<file path="config.mk">
export PLATFORM = sky130hd
export DESIGN_NAME = apu_pulse_sweep
export DESIGN_NICKNAME = d
export VERILOG_FILES = /design/src/rtl/apu_pulse_sweep.sv
export SDC_FILE = /design/constraint.sdc
export NUM_CORES = 1
export LEC_CHECK = 0
export CAP_MARGIN = 10
export CORE_UTILIZATION = 68
export DETAILED_ROUTE_END_ITERATION = 8
export PLACE_DENSITY = 0.9
export SETUP_SLACK_MARGIN = 0.4
export SYNTH_ARGS = -nofsm -noshare
export SYNTH_HDL_FRONTEND = slang
export SYNTH_SLANG_ARGS = --single-unit
</file>
<file path="constraint.sdc">
create_clock -name clockgb -period 10.5 [get_ports clockgb]
set_input_delay 2.625 -clock clockgb [delete_from_list [all_inputs] [get_ports clockgb]]
set_output_delay 2.625 -clock clockgb [all_outputs]
set_load 0.03 [all_outputs]
</file>
<file path="src/rtl/apu_pulse_sweep.sv">
`default_nettype none
// ============================================================================
//  Module      : apu_pulse_sweep
//  Description : Pulse (square) tone channel: duty generator, length counter,
//                volume envelope and frequency sweep, all on clockgb.
//  Revision    : 1.0 - initial release
// ============================================================================
module apu_pulse_sweep #(
    parameter int FREQ_WIDTH  = 11,
    parameter int LEN_WIDTH   = 6,
    parameter int VOL_WIDTH   = 4,
    parameter int TIMER_SHIFT = 2,
    parameter int SWEEP_EN    = 1
) (
    input  logic                 clockgb,
    input  logic                 resetn,
    input  logic                 frame_tick,
    input  logic [2:0]           frame_step,
    input  logic                 wr_sweep,
    input  logic                 wr_duty_len,
    input  logic                 wr_env,
    input  logic                 wr_freq_lo,
    input  logic                 wr_freq_hi,
    input  logic [7:0]           wdata,
    output logic [VOL_WIDTH-1:0] sample,
    output logic                 active
);

    localparam int c_tmr_w = FREQ_WIDTH + 1 + TIMER_SHIFT;
    localparam logic [FREQ_WIDTH:0]  c_freq_span = {1'b1, {FREQ_WIDTH{1'b0}}};
    localparam logic [LEN_WIDTH:0]   c_len_full  = {1'b1, {LEN_WIDTH{1'b0}}};
    localparam logic [LEN_WIDTH:0]   c_len_one   = {{LEN_WIDTH{1'b0}}, 1'b1};
    localparam logic [VOL_WIDTH-1:0] c_vol_max   = '1;

    // Clocks per duty step minus one: the counter spends one cycle at zero.
    function automatic logic [c_tmr_w-1:0] f_step_len(input logic [FREQ_WIDTH-1:0] f);
        logic [c_tmr_w-1:0] span;
        span = c_tmr_w'(c_freq_span) - c_tmr_w'(f);
        return (span << TIMER_SHIFT) - c_tmr_w'(1);
    endfunction

    logic [FREQ_WIDTH-1:0] r_freq;
    logic [FREQ_WIDTH-1:0] r_shadow;
    logic [1:0]            r_duty;
    logic                  r_len_en;
    logic [LEN_WIDTH:0]    r_len_cnt;
    logic [3:0]            r_env_init;
    logic                  r_env_up;
    logic [2:0]            r_env_per;
    logic [2:0]            r_env_cnt;
    logic [VOL_WIDTH-1:0]  r_vol;
    logic [2:0]            r_sw_per;
    logic                  r_sw_neg;
    logic [2:0]            r_sw_shift;
    logic [3:0]            r_sw_timer;
    logic [2:0]            r_pos;
    logic [c_tmr_w-1:0]    r_timer;
    logic                  r_active;

    logic                  w_trigger;
    logic                  w_frame;
    logic                  w_len_clk;
    logic                  w_sw_clk;
    logic                  w_env_clk;
    logic                  w_dac_on;
    logic                  w_sweep_wr;
    logic [FREQ_WIDTH-1:0] w_freq_trig;
    logic [FREQ_WIDTH:0]   w_sw_cur;
    logic [FREQ_WIDTH:0]   w_sw_new;
    logic [FREQ_WIDTH:0]   w_sw_new_ext;
    logic [FREQ_WIDTH:0]   w_sw_new2;
    logic [FREQ_WIDTH:0]   w_tr_cur;
    logic [FREQ_WIDTH:0]   w_tr_sum;
    logic [3:0]            w_sw_per_eff;
    logic                  w_sw_fire;
    logic                  w_sw_ovf;
    logic                  w_sw_commit;
    logic                  w_sw_kill;
    logic                  w_tr_kill;
    logic                  w_len_kill;
    logic [7:0]            w_pattern;

    // A trigger owns the cycle: frame events coinciding with it are dropped.
    assign w_trigger   = wr_freq_hi & wdata[7];
    assign w_frame     = frame_tick & ~w_trigger;
    assign w_len_clk   = w_frame & ~frame_step[0];
    assign w_sw_clk    = w_frame & (frame_step[1:0] == 2'b10);
    assign w_env_clk   = w_frame & (frame_step == 3'd7);
    assign w_dac_on    = (r_env_init != 4'd0) | r_env_up;
    assign w_sweep_wr  = wr_sweep & (SWEEP_EN != 0);
    assign w_freq_trig = {wdata[FREQ_WIDTH-9:0], r_freq[7:0]};

    // Sweep arithmetic is one bit wider so an add overflow shows up in the MSB.
    assign w_sw_cur     = {1'b0, r_shadow};
    assign w_sw_new     = r_sw_neg ? (w_sw_cur - (w_sw_cur >> r_sw_shift))
                                   : (w_sw_cur + (w_sw_cur >> r_sw_shift));
    assign w_sw_new_ext = {1'b0, w_sw_new[FREQ_WIDTH-1:0]};
    assign w_sw_new2    = w_sw_new_ext + (w_sw_new_ext >> r_sw_shift);
    assign w_sw_per_eff = (r_sw_per == 3'd0) ? 4'd8 : {1'b0, r_sw_per};
    assign w_sw_fire    = w_sw_clk & (r_sw_timer <= 4'd1) & (r_sw_per != 3'd0);
    assign w_sw_ovf     = ~r_sw_neg & w_sw_new[FREQ_WIDTH];
    assign w_sw_commit  = w_sw_fire & ~w_sw_ovf & (r_sw_shift != 3'd0);
    assign w_sw_kill    = (SWEEP_EN != 0) & w_sw_fire &
                          (w_sw_ovf | ((r_sw_shift != 3'd0) & ~r_sw_neg & w_sw_new2[FREQ_WIDTH]));

    // Immediate overflow check on trigger uses the freshly written high bits.
    assign w_tr_cur  = {1'b0, w_freq_trig};
    assign w_tr_sum  = w_tr_cur + (w_tr_cur >> r_sw_shift);
    assign w_tr_kill = (SWEEP_EN != 0) & (r_sw_shift != 3'd0) & ~r_sw_neg & w_tr_sum[FREQ_WIDTH];

    assign w_len_kill = w_len_clk & r_len_en & (r_len_cnt == c_len_one);

    // Duty waveform table, bit index = duty position.
    always_comb begin
        w_pattern = 8'b1000_0000;
        case (r_duty)
            2'd0:    w_pattern = 8'b1000_0000;
            2'd1:    w_pattern = 8'b1000_0001;
            2'd2:    w_pattern = 8'b1110_0001;
            default: w_pattern = 8'b0111_1110;
        endcase
    end

    assign active = r_active & w_dac_on;
    assign sample = (active & w_pattern[r_pos]) ? r_vol : '0;

    // CPU-visible configuration fields.
    always_ff @(posedge clockgb or negedge resetn) begin
        if (!resetn) begin
            r_duty     <= 2'd0;
            r_len_en   <= 1'b0;
            r_env_init <= 4'd0;
            r_env_up   <= 1'b0;
            r_env_per  <= 3'd0;
            r_sw_per   <= 3'd0;
            r_sw_neg   <= 1'b0;
            r_sw_shift <= 3'd0;
        end else begin
            if (wr_duty_len) r_duty <= wdata[7:6];
            if (wr_freq_hi)  r_len_en <= wdata[6];
            if (wr_env) begin
                r_env_init <= wdata[7:4];
                r_env_up   <= wdata[3];
                r_env_per  <= wdata[2:0];
            end
            if (w_sweep_wr) begin
                r_sw_per   <= wdata[6:4];
                r_sw_neg   <= wdata[3];
                r_sw_shift <= wdata[2:0];
            end
        end
    end

    // Duty timer: steps the waveform position each time the counter expires.
    always_ff @(posedge clockgb or negedge resetn) begin
        if (!resetn) begin
            r_timer <= '0;
            r_pos   <= 3'd0;
        end else if (w_trigger) begin
            r_timer <= f_step_len(w_freq_trig);
            r_pos   <= 3'd0;
        end else if (r_timer == '0) begin
            r_timer <= f_step_len(r_freq);
            r_pos   <= r_pos + 3'd1;
        end else begin
            r_timer <= r_timer - 1'b1;
        end
    end

    // Length counter: a register write overrides any same-cycle decrement.
    always_ff @(posedge clockgb or negedge resetn) begin
        if (!resetn) begin
            r_len_cnt <= '0;
        end else if (wr_duty_len) begin
            r_len_cnt <= c_len_full - {1'b0, wdata[LEN_WIDTH-1:0]};
        end else if (w_trigger) begin
            if (r_len_cnt == '0) r_len_cnt <= c_len_full;
        end else if (w_len_clk && r_len_en && (r_len_cnt != '0)) begin
            r_len_cnt <= r_len_cnt - 1'b1;
        end
    end

    // Volume envelope with saturation at both ends.
    always_ff @(posedge clockgb or negedge resetn) begin
        if (!resetn) begin
            r_vol     <= '0;
            r_env_cnt <= 3'd0;
        end else if (w_trigger) begin
            r_vol     <= VOL_WIDTH'(r_env_init);
            r_env_cnt <= r_env_per;
        end else if (w_env_clk && (r_env_per != 3'd0)) begin
            if (r_env_cnt <= 3'd1) begin
                r_env_cnt <= r_env_per;
                if (r_env_up && (r_vol != c_vol_max))      r_vol <= r_vol + 1'b1;
                else if (!r_env_up && (r_vol != '0))       r_vol <= r_vol - 1'b1;
            end else begin
                r_env_cnt <= r_env_cnt - 3'd1;
            end
        end
    end

    // Sweep timer, shadow and frequency; CPU byte writes land after any sweep update.
    always_ff @(posedge clockgb or negedge resetn) begin
        if (!resetn) begin
            r_sw_timer <= 4'd0;
            r_shadow   <= '0;
            r_freq     <= '0;
        end else begin
            if (w_trigger) begin
                r_shadow   <= w_freq_trig;
                r_sw_timer <= w_sw_per_eff;
            end else if (w_sw_clk) begin
                if (r_sw_timer <= 4'd1) r_sw_timer <= w_sw_per_eff;
                else                    r_sw_timer <= r_sw_timer - 4'd1;
                if (w_sw_commit) begin
                    r_shadow <= w_sw_new[FREQ_WIDTH-1:0];
                    r_freq   <= w_sw_new[FREQ_WIDTH-1:0];
                end
            end
            if (wr_freq_lo) r_freq[7:0] <= wdata;
            if (wr_freq_hi) r_freq[FREQ_WIDTH-1:8] <= wdata[FREQ_WIDTH-9:0];
        end
    end

    // Channel enable: set by trigger, cleared by DAC off, length expiry or sweep overflow.
    always_ff @(posedge clockgb or negedge resetn) begin
        if (!resetn) begin
            r_active <= 1'b0;
        end else if (w_trigger) begin
            r_active <= w_dac_on & ~w_tr_kill;
        end else if (!w_dac_on || w_len_kill || w_sw_kill) begin
            r_active <= 1'b0;
        end
    end

endmodule
`default_nettype wire

</file>
==> summary.txt, run 1 <==
STA
  – Fin Clk Skew: 4.11 ps
  – RSZ-0062 raised after global routing: no
  – Final Cycle Share: 0.639
  – Final setup fails: 0
  – Max Clk Rate: 149 MHz
  – Slew Viols, Final: 0
  – Setup TNS: 0 ps
  – Fin crit period: 6710 ps
  – Rel. slew slack: 0.242
  – Slew @ Worst Pin: 1130 ps
  – Hold Vio Cnt, Final: 0

Clocking
  – Clk slew on worst S/H paths: 80 ps
  – Worst-Skew Late Latency: 370 ps
  – Postcts setup bufs: 0
  – Num CTS Buffers: 9
  – CTS-repair resized insts: 0
  – H-tree levels: 3
  – Clk sinks: 76
  – CTS tree: yes
  – Maximum clock path buffer count: 2
  – Hold buffers post-CTS: 0
  – Clock Root Buffer: clkbuf_8

Global routing
  – Vias in the first global route: 6861
  – Initial antenna violation count: 0
  – GRT Total Usage: 0.391
  – Largest net degree at the start of global routing: 77
  – Global route overflow: 0
  – First-pass GRT wire length: 33.8 mm

Die
  – Ports: 24
  – Core area: 10200 µm²
  – Initial Util: 0.698
  – Die area: 10900 µm²
  – Die W: 104 µm
  – Row cnt: 37
  – Die Span Y: 104 µm

Pwr
  – Sw Pwr: 0.921 mW
  – Combinational Power Share: 0.632
  – PD cells: 245 nW/µm²
  – Lkg Pwr: 3.16 nW
  – Int Power: 0.924 mW
  – Sw Share: 0.499
  – Clock power frac: 0.126
  – Reg power frac: 0.242
  – Peak VDD IR: 0.162 mV

Final layout
  – Most common cell after layout, fill and taps aside: nor2_1
  – Area growth from synthesis to layout: 5.55%
  – Layout cells sized above 1: 0.0889
  – Most frequent cells in the layout: nor2_1, nand2_1, dfrtp_1
  – Finished Layout Cells: 1002
  – Diode count: 0
  – Finished Core Util: 0.737
  – Layout net count: 928

Placed design
  – Detail Placement HPWL: 14.8 mm
  – Port bufs: 23
  – RD Place Congestion: 0.961
  – Placed Cells: 986

Routing
  – Initial detailed-routing violation count: 828
  – Drt first pass iters: 6
  – Post-route ant nets: 0
  – WL final: 20.8 mm
  – DRC: 0
  – Vias/cell: 7.16
  – Vias: 7178
  – Drt wl/cell: 20.8 µm

Critical path
  – CP dominant cell by count: ha_1
  – Slowest CP cell: nor3_1
  – Crit path max-delay family: simple AND/OR/NAND/NOR gates
  – Crit end category: flip-flop
  – Critical Path Max Stage Delay: 880 ps
  – CP arrival: 6960 ps
  – Worst path required time: 10750 ps
  – Worst Path Class, Setup: reg -> reg
  – CP Max Fanout: 50
  – Worst Path Buf+Inv: 4
  – Startpoint Class: flip-flop

Logic synthesis
  – Synth Instances: 872
  – Post-Syn Area per Cell: 8.19 µm²
  – Mapped Area: 7140 µm²
  – Net count after synthesis: 939
  – Post-synth EDFFs: 0
  – Synthesis Warnings: 0
  – Count of cell types in the netlist: 81
  – Synth Register Bits: 76
  – Top_reg_cell synth: dfrtp_1
  – Seq/Total Area, Yosys: 0.266
  – Async set-reset flop share out of synthesis: 1.00

Outcome
  – Outcome: complete, no violations

Job
  – Max_cap viols: 0

Min path
  – Hold Crit Class: reg -> reg
-- registers in the layout, summed over array words and instances, names as in the netlist --
| name | cells |
|---|---|
| r_sw_shift | 3 |
| r_vol | 4 |
| r_env_per | 3 |
| r_sw_per | 3 |
| r_shadow | 11 |
| r_active | 1 |
| r_len_cnt | 7 |
| r_env_cnt | 3 |
| r_pos | 3 |
| r_timer | 14 |
| r_freq | 11 |
| r_sw_neg | 1 |
| r_sw_timer | 4 |
| r_env_init | 4 |
| r_env_up | 1 |
| r_len_en | 1 |
| r_duty | 2 |
-- cell usage after synthesis, types with 4 or more instances --
| master | instances | area share |
|---|---|---|
| a211o_1 | 4 | 0.0049 |
| a211oi_1 | 16 | 0.017 |
| a21o_1 | 8 | 0.0084 |
| a21oi_1 | 69 | 0.048 |
| a221o_1 | 4 | 0.0056 |
| a221oi_1 | 6 | 0.0074 |
| a31o_2 | 11 | 0.013 |
| a31oi_1 | 9 | 0.0079 |
| and2_1 | 8 | 0.0070 |
| and3_1 | 10 | 0.0088 |
| buf_1 | 5 | 0.0026 |
| buf_4 | 4 | 0.0042 |
| buf_6 | 4 | 0.0063 |
| clkbuf_1 | 35 | 0.018 |
| clkinv_1 | 4 | 0.0021 |
| dfrtp_1 | 76 | 0.27 |
| ha_1 | 46 | 0.081 |
| inv_1 | 39 | 0.020 |
| mux2_2 | 21 | 0.033 |
| mux2i_1 | 15 | 0.021 |
| mux4_2 | 9 | 0.028 |
| nand2_1 | 80 | 0.042 |
| nand2b_1 | 6 | 0.0053 |
| nand3_1 | 22 | 0.015 |
| nand4_1 | 6 | 0.0053 |
| nor2_1 | 82 | 0.043 |
| nor2b_1 | 9 | 0.0079 |
| nor3_1 | 39 | 0.027 |
| nor4_1 | 10 | 0.0088 |
| o2111ai_1 | 4 | 0.0049 |
| o211ai_1 | 10 | 0.011 |
| o21a_1 | 5 | 0.0053 |
| o21ai_0 | 59 | 0.041 |
| o32a_1 | 4 | 0.0056 |
| o41ai_1 | 10 | 0.012 |
| or2_2 | 6 | 0.0053 |
| or3_1 | 12 | 0.011 |
| xnor2_1 | 21 | 0.026 |
| xor2_1 | 22 | 0.027 |
-- through the flow --
step                      worst slack, ps  instance area (µm²)  total power, mW  hold slack, ps
final                                3790                 7540             1.84             478
after global routing                 3330                 7540             1.97             507
after CTS                            3940                 7540             1.80             486
after detailed placement             3950                 7340             1.57             476
after global placement               4260                 7340             1.51             467
after floorplan                      5110                 7140             1.25             449
-- logic make-up (layout without fill, tap and decap cells) --
family | after synthesis | after routing | synth area share
mux | 48 | 48 | 0.0902
buf+inv | 93 | 87 | 0.0555
simple gates | 308 | 308 | 0.211
flops | 76 | 76 | 0.266
compound gates | 255 | 255 | 0.237
fa+ha+maj | 49 | 49 | 0.0876
xor+xnor | 43 | 43 | 0.0527
-- layer usage --
layer	share of wire	vias up	routed length (µm)	track usage
met3	0.097	99	2010	0.0714
met2	0.47	464	9840	0.634
met5	0	-	0	0
li1	-	3213	-	-
met1	0.39	3402	8030	0.496
met4	0.044	0	925	0.208
-- final cells by class --
type,count,area (µm²)
Multi-Input combinational cell,703,4840
Fill cell,787,2690
Sequential cell,76,1900
Timing Repair Buffer,28,265
Tap cell,136,170
Clock buffer,15,166
Inverter,43,161
Clock inverter,1,30.0
-- final timing paths --
kind | startpoint | endpoint | slack [ps] | depth (start not counted)
max reg2reg | r_sw_shift[2] | r_active | 3790 | 25
min reg2reg | r_timer[0] | r_timer[0] | 480 | 1
max | r_sw_shift[2] | r_active | 3790 | 25
max in group asynchronous | resetn | r_timer[1] | 7430 | 1
min | r_timer[0] | r_timer[0] | 480 | 1
min in group asynchronous | resetn | r_shadow[10] | 2410 | 1
-- power by group through the flow --
stage,Combinational [mW],Clock [mW],Sequential [mW]
6_report,1.17,0.232,0.447
5_1_grt,1.28,0.244,0.454
4_1_cts,1.13,0.232,0.442
3_5_place_dp,1.12,0,0.447
3_3_place_gp,1.07,0,0.441
2_1_floorplan,0.844,0,0.410
Power figures use the tool's default switching activity.
==> inputs of run 2 (changes only) <==
--- a/config.mk
+++ b/config.mk
@@ -6,9 +6,9 @@
 export NUM_CORES = 1
 export LEC_CHECK = 0
 export CAP_MARGIN = 10
-export CORE_UTILIZATION = 68
+export CORE_UTILIZATION = 63
 export DETAILED_ROUTE_END_ITERATION = 8
-export PLACE_DENSITY = 0.9
+export PLACE_DENSITY = 0.85
 export SETUP_SLACK_MARGIN = 0.4
 export SYNTH_ARGS = -nofsm -noshare
 export SYNTH_HDL_FRONTEND = slang
==> constraint.sdc (replaced) <==
create_clock -name clockgb -period 6.7 [get_ports clockgb]
set_input_delay 1.675 -clock clockgb [delete_from_list [all_inputs] [get_ports clockgb]]
set_output_delay 1.675 -clock clockgb [all_outputs]
set_load 0.03 [all_outputs]
==> run 2 against run 1 <==
Wire length is 0.52% higher. Largest cell class unchanged. Final area is 1.8% higher. Cell count is 0.70% higher. Via count is 0.82% lower. Critical endpoint unchanged. Register-to-register slack worse by 3000 ps. Count of clock-buffer cells in the layout is 5 lower. Critical path depth is 3 lower. Clock power is 110% higher. Global-route usage is 2.2 points lower.
==> summary.txt, run 2 (same netlist as run 1, synthesis figures left out) <==
Outcome
  – Outcome: complete, no violations

Final layout
  – Largest register FFs: 14 (unchanged)
  – Design area: 7670 µm² (+1.8%)
  – FF+latch area: 1910 µm² (+0.20%)
  – Fillers: 821 (+4.3%)
  – Diode count: 0 (unchanged)
  – Top reg by flops: r_timer
  – Finished Layout Cells: 1009 (+0.70%)
  – Most frequent cells in the layout: nor2_1, nand2_1, dfrtp_1
  – Area growth from synthesis to layout: 7.41%
  – Layout net count: 932 (+0.43%)
  – Largest regs: r_timer: 14 flops, r_freq: 11 flops, r_shadow: 11 flops
  – Multi-input logic area: 4840 µm² (unchanged)
  – Layout cells sized above 1: 0.0990 (+0.0100)
  – Finished Core Util: 0.702 (-0.0353)
  – Most common cell after layout, fill and taps aside: nor2_1

Critical path
  – R2r setup slk: 820 ps (-2970 ps)
  – Critical Path Max Stage Delay: 580 ps (-300 ps)
  – Worst path required time: 6910 ps (-3840 ps)
  – CP dominant cell by count: a21oi_1
  – Worst Path Class, Setup: reg -> reg
  – Startpoint Class: flip-flop
  – Slowest CP cell: dfrtp_2
  – CP Max Fanout: 15 (-70%)
  – Reg2reg start: r_sw_shift[0]
  – Number of cells on the worst reg-to-reg path: 22 (-12%)
  – R2r endpoint: r_active
  – CP arrival: 6090 ps (-870 ps)
  – Crit end category: flip-flop
  – CP Cell Sequence: clkinv_1 -> buf_4 -> o21ai_0 -> nor2_1 -> a21oi_1 -> a21oi_1 -> xnor2_1 -> ha_1 -> a21o_1 -> a21oi_1 -> nand2_1 -> xor2_1 -> inv_1 -> mux4_2 -> o22ai_1 -> ha_1 -> nand4_1 -> or2_2 -> nor3_1 -> o2111ai_1 -> o41ai_1 -> o21ai_0

Min path
  – Hold Path Cell Cnt: 1 (unchanged)
  – Min-Delay Endpoint: r_timer[0]
  – Hold Crit Class: reg -> reg
  – HP Start: r_timer[0]

Placed design
  – RD Place Congestion: 0.956 (-0.54%)
  – DP Area: 7380 µm² (+0.48%)
  – Pre-CTS WS: 752 ps (-3200 ps)
  – Detail Placement HPWL: 15.0 mm (+1.1%)
  – Placed Cells: 994 (+0.81%)
  – Port bufs: 23 (unchanged)

Global routing
  – Vias in the first global route: 6762 (-1.4%)
  – Initial antenna violation count: 0 (unchanged)
  – Global route overflow: 0 (unchanged)
  – GRT Total Usage: 0.369 (-0.0217)
  – Largest net degree at the start of global routing: 77 (unchanged)
  – First-pass GRT wire length: 33.8 mm (-0.20%)

Clocking
  – Clk sinks: 76 (unchanged)
  – H-tree levels: 3 (unchanged)
  – CTS tree: yes
  – Clock Root Buffer: clkbuf_16
  – Clk slew on worst S/H paths: 60 ps (-20 ps)
  – Worst-Skew Late Latency: 340 ps (-30 ps)
  – Maximum clock path buffer count: 2 (unchanged)
  – Postcts setup bufs: 0 (unchanged)
  – Num CTS Buffers: 9 (unchanged)

STA
  – RSZ-0062 raised after global routing: no
  – Final setup fails: 0 (unchanged)
  – Setup ws final: 819 ps (-2970 ps)
  – Fin crit period: 5880 ps (-834 ps)
  – Max Clk Rate: 170 MHz (+14%)
  – Rel. slew slack: 0.292 (+0.0504)
  – Final Cycle Share: 0.878 (+0.238)
  – Setup TNS: 0 ps (unchanged)
  – Slew @ Worst Pin: 1060 ps (-75.1 ps)
  – Slew Viols, Final: 0 (unchanged)
  – Hold Worst Slack: 514 ps (+35.6 ps)
  – Hold Vio Cnt, Final: 0 (unchanged)
  – Fin Clk Skew: 6.24 ps (+2.13 ps)

Die
  – Row cnt: 38 (+2.7%)
  – Core area: 10900 µm² (+6.9%)
  – Ports: 24 (unchanged)
  – Die area: 11800 µm² (+7.8%)
  – Initial Util: 0.653 (-0.0450)
  – Die W: 108 µm (+3.8%)
  – Die Span Y: 108 µm (+3.8%)

Routing
  – Drt wl/cell: 20.7 µm (-0.18%)
  – Initial detailed-routing violation count: 945 (+14%)
  – Vias: 7119 (-0.82%)
  – Post-route ant nets: 0 (unchanged)
  – Drt first pass iters: 6 (unchanged)
  – Vias/cell: 7.06 (-1.5%)
  – WL final: 20.9 mm (+0.52%)
  – DRC: 0 (unchanged)

Pwr
  – Reg power frac: 0.240 (-0.002)
  – Sw Pwr: 1.41 mW (+53%)
  – Int Power: 1.56 mW (+69%)
  – Clock power frac: 0.162 (+0.036)
  – Peak VDD IR: 0.215 mV (+33%)
  – PD cells: 387 nW/µm² (+58%)
  – Combinational Power Share: 0.597 (-0.035)
  – Sw Share: 0.476 (-0.0236)
  – Overall Power: 2.97 mW (+61%)
  – Lkg Pwr: 3.22 nW (+1.9%)

Job
  – Max_cap viols: 0 (unchanged)
run 2: changes by cell type in the layout (fill, tap and decap cells not counted), sizes merged:
| cell | before | now |
|---|---|---|
| inv | 39 | 41 |
| buf | 6 | 10 |
| clkinv | 4 | 6 |
| clkbuf | 15 | 10 |
run 2: area by class of cell:
class	instances	area share
well taps	140	0.0228
flip-flops and latches	76	0.248
inverters	43	0.0210
multi-input cells	703	0.631
repair buffers	32	0.0385
clock buffers	10	0.0298
clock inverters	5	0.00799
run 2: power by group through the flow:
stage	clock network [mW]	logic, mW	registers (mW)
after CTS	0.483	1.73	0.705
final	0.482	1.77	0.714
after detailed placement	0	1.72	0.711
after floorplan	0	1.32	0.643
after global placement	0	1.65	0.703
after global routing	0.505	1.94	0.725
run 2: timing repair:
action	4_1_cts	5_1_grt
gates resized for setup	0	3
hold buffers	0	0
endpoints found under the setup margin	0	1
run 2: worst max-delay path: cells and delay by family, from the launching register on:
kind / cells / cell delay [ps]
mux: 1 / 500
compound gates: 9 / 1990
fa+ha+maj: 2 / 510
flops: 1 / 580
simple gates: 5 / 760
xor+xnor: 2 / 820
buf+inv: 3 / 590
run 2: metal layers:
| metal | GRT usage | vias up | wire, µm |
|---|---|---|---|
| li1 | - | 3208 | - |
| met3 | 0.0759 | 100 | 1960 |
| met1 | 0.470 | 3368 | 8050 |
| met5 | 0 | - | 0 |
| met4 | 0.166 | 0 | 902 |
| met2 | 0.604 | 443 | 10000 |
run 2: worst max path at each step:
stage / startpoint / depth (start not counted) / end / slack (ps)
after floorplan: r_sw_shift[0] / 23 / r_active / 1310
after global placement: r_sw_shift[0] / 24 / r_active / 850
after detailed placement: r_sw_shift[0] / 22 / r_active / 750
after CTS: r_sw_shift[0] / 22 / r_active / 740
after global routing: r_sw_shift[1] / 25 / r_active / 420
final: r_sw_shift[0] / 22 / r_active / 820
==> inputs of run 3 (changes only) <==
--- a/config.mk
+++ b/config.mk
@@ -6,9 +6,10 @@
 export NUM_CORES = 1
 export LEC_CHECK = 0
 export CAP_MARGIN = 10
-export CORE_UTILIZATION = 63
+export CORE_UTILIZATION = 50
 export DETAILED_ROUTE_END_ITERATION = 8
-export PLACE_DENSITY = 0.85
+export GPL_ROUTABILITY_DRIVEN = 0
+export PLACE_DENSITY = 0.7
 export SETUP_SLACK_MARGIN = 0.4
 export SYNTH_ARGS = -nofsm -noshare
 export SYNTH_HDL_FRONTEND = slang
==> run 3 against run 2 <==
Fmax up 0.31%. Non-clock buffer count up 12. Cell count up 5.3%. Die area up 25%. Utilization down 13 points. Sequential power down 1%. Sequential share of layout area down 0.77 points. Hold slack worse by 30 ps. First-iteration DRC count down 41%. Clock skew up 1.2 ps. Via count down 4.5%. Critical path depth up 1.
==> summary.txt, run 3 (same netlist as run 1, synthesis figures left out) <==
Clocking
  – Clk slew on worst S/H paths: 60 ps (about the same)
  – H-tree levels: 3 (unchanged)
  – Maximum clock path buffer count: 2 (unchanged)
  – Clock Root Buffer: clkbuf_16
  – Clk sinks: 76 (unchanged)
  – CTS tree: yes
  – Num CTS Buffers: 9 (unchanged)
  – Worst-Skew Late Latency: 340 ps (about the same)
  – Hold buffers post-CTS: 0 (unchanged)

Min path
  – Hold Crit Class: reg -> reg
  – Hold Path Cell Cnt: 1 (unchanged)

Routing
  – Vias: 6801 (-4.5%)
  – Post-route ant nets: 0 (unchanged)
  – Initial detailed-routing violation count: 553 (-41%)
  – WL final: 20.0 mm (-4.3%)
  – Drt wl/cell: 18.8 µm (-9.1%)
  – Drt first pass iters: 7 (+1)
  – DRC: 0 (unchanged)
  – Vias/cell: 6.40 (-9.2%)

Critical path
  – Startpoint Class: flip-flop
  – Reg2reg start: r_sw_shift[1]
  – Crit end category: flip-flop
  – Worst path required time: 6910 ps (about the same)
  – Worst setup path endpoint: r_active
  – CP Max Fanout: 15 (unchanged)
  – CP arrival: 6080 ps (about the same)
  – Crit. Startpoint: r_sw_shift[1]
  – Worst Path Class, Setup: reg -> reg
  – R2r endpoint: r_active
  – Number of cells on the worst reg-to-reg path: 23 (+4.5%)
  – R2r setup slk: 840 ps (+20 ps)

Final layout
  – Largest regs: r_timer: 14 flops, r_freq: 11 flops, r_shadow: 11 flops
  – Diode count: 0 (unchanged)
  – Largest register FFs: 14 (unchanged)
  – Most frequent cells in the layout: nor2_1, nand2_1, dfrtp_1
  – Fillers: 1279 (+56%)
  – Finished Core Util: 0.568 (-0.133)
  – Layout cells sized above 1: 0.119 (+0.0201)
  – Top reg by flops: r_timer
  – Most common cell after layout, fill and taps aside: nor2_1
  – Layout net count: 944 (+1.3%)
  – Area growth from synthesis to layout: 10.8%

STA
  – Max Clk Rate: 171 MHz (+0.31%)
  – Fin crit period: 5860 ps (-18.1 ps)
  – Final setup fails: 0 (unchanged)
  – Fin Clk Skew: 7.49 ps (+1.24 ps)
  – Slew Viols, Final: 0 (unchanged)
  – Rel. slew slack: 0.260 (-0.0327)
  – Final Cycle Share: 0.875 (-0.00270)
  – Hold Vio Cnt, Final: 0 (unchanged)
  – Setup TNS: 0 ps (unchanged)
  – RSZ-0062 raised after global routing: no
  – Slew @ Worst Pin: 1100 ps (+48.7 ps)

Global routing
  – Global route overflow: 0 (unchanged)
  – GRT Total Usage: 0.287 (-0.0824)
  – Initial antenna violation count: 0 (unchanged)
  – Largest net degree at the start of global routing: 77 (unchanged)
  – Vias in the first global route: 6309 (-6.7%)
  – First-pass GRT wire length: 32.8 mm (-2.9%)

Die
  – Core area: 13900 µm² (+27%)
  – Die area: 14800 µm² (+25%)
  – Initial Util: 0.513 (-0.141)
  – Die W: 122 µm (+12%)
  – Row cnt: 43 (+13%)
  – Ports: 24 (unchanged)
  – Die Span Y: 122 µm (+12%)

Placed design
  – Port bufs: 23 (unchanged)
  – Detail Placement HPWL: 14.4 mm (-4.0%)

Outcome
  – Outcome: complete, no violations

Pwr
  – Peak VDD IR: 0.242 mV (+13%)
  – PD cells: 394 nW/µm² (+1.8%)
  – Lkg Pwr: 3.32 nW (+2.9%)

Job
  – Max_cap viols: 0 (unchanged)
==> run 3: cell types whose count changed in the layout (fill, tap and decap cells not counted), moves of 2 or more <==
cell / previous run / this run
clkbuf_8: 0 / 2
bufinv_16: 1 / 3
buf_4: 10 / 20
inv_6: 2 / 0
nor2b_1: 9 / 7
nor2b_2: 0 / 2
==> run 3: cell type report <==
cell class	count	area (µm²)	share of cell area
multi-input cells	703	4860	0.613
flip-flops and latches	76	1910	0.241
well taps	180	225	0.0284
repair buffers	44	405	0.0512
clock inverters	5	108	0.0136
inverters	43	165	0.0209
clock buffers	11	253	0.0319
==> run 3: routing by layer <==
metal,global-route usage,share of wire
met1,0.397,0.44
met4,0.0995,0.025
met2,0.437,0.45
met3,0.0672,0.084
met5,0,0
==> run 3: per-stage QoR <==
step / worst slack [ps] / hold slack (ps) / total power [mW] / std cells / instance area, µm²
after floorplan: 1310 / 449 / 1.97 / 872 / 7140
after CTS: 431 / 494 / 3.07 / 1057 / 7850
final: 837 / 484 / 3.12 / 1062 / 7920
after global placement: 548 / 466 / 2.46 / 1041 / 7490
after detailed placement: 468 / 487 / 2.48 / 1041 / 7490
after global routing: 404 / 495 / 3.36 / 1062 / 7920
==> run 3: how the worst min path moves through the flow <==
stage,from,to,slack (ps)
detailed placement,r_timer[0],r_timer[0],490
global placement,r_timer[0],r_timer[0],470
finish,r_timer[0],r_timer[0],480
CTS,r_timer[0],r_timer[0],490
global route,r_timer[0],r_timer[0],490
floorplan,r_timer[0],r_timer[0],450
==> run 3: where the power goes <==
part	leakage, nW	switching (mW)	internal [mW]	total [mW]
sequential	0.907	0.149	0.557	0.707
clock	0.176	0.196	0.385	0.582
combinational	2.24	1.08	0.747	1.83
total	3.32	1.43	1.69	3.12
==> run 3: repair_timing <==
| item | CTS | global route |
|---|---|---|
| setup buffers | 0 | 5 |
| resized for setup | 0 | 10 |
| hold endpoints to repair | 0 | 0 |
| endpoints found under the setup margin | 0 | 1 |
==> run 3: worst max-delay path: stages (launching register included) <==
cell	delay, ps
dfrtp_2	590
mux4_2	550
mux2i_1	290
o21ai_1	200
a211oi_1	400
and3_1	270
a21oi_1	80
o32a_1	320
ha_1	310
inv_1	150
nor3_1	70
a221o_1	260
a211oi_1	190
buf_4	210
inv_1	70
mux2i_1	170
nor3_1	70
ha_1	320
nand4_1	120
or2_2	320
nor3_1	170
o2111ai_1	130
o41ai_1	340
o21ai_0	150
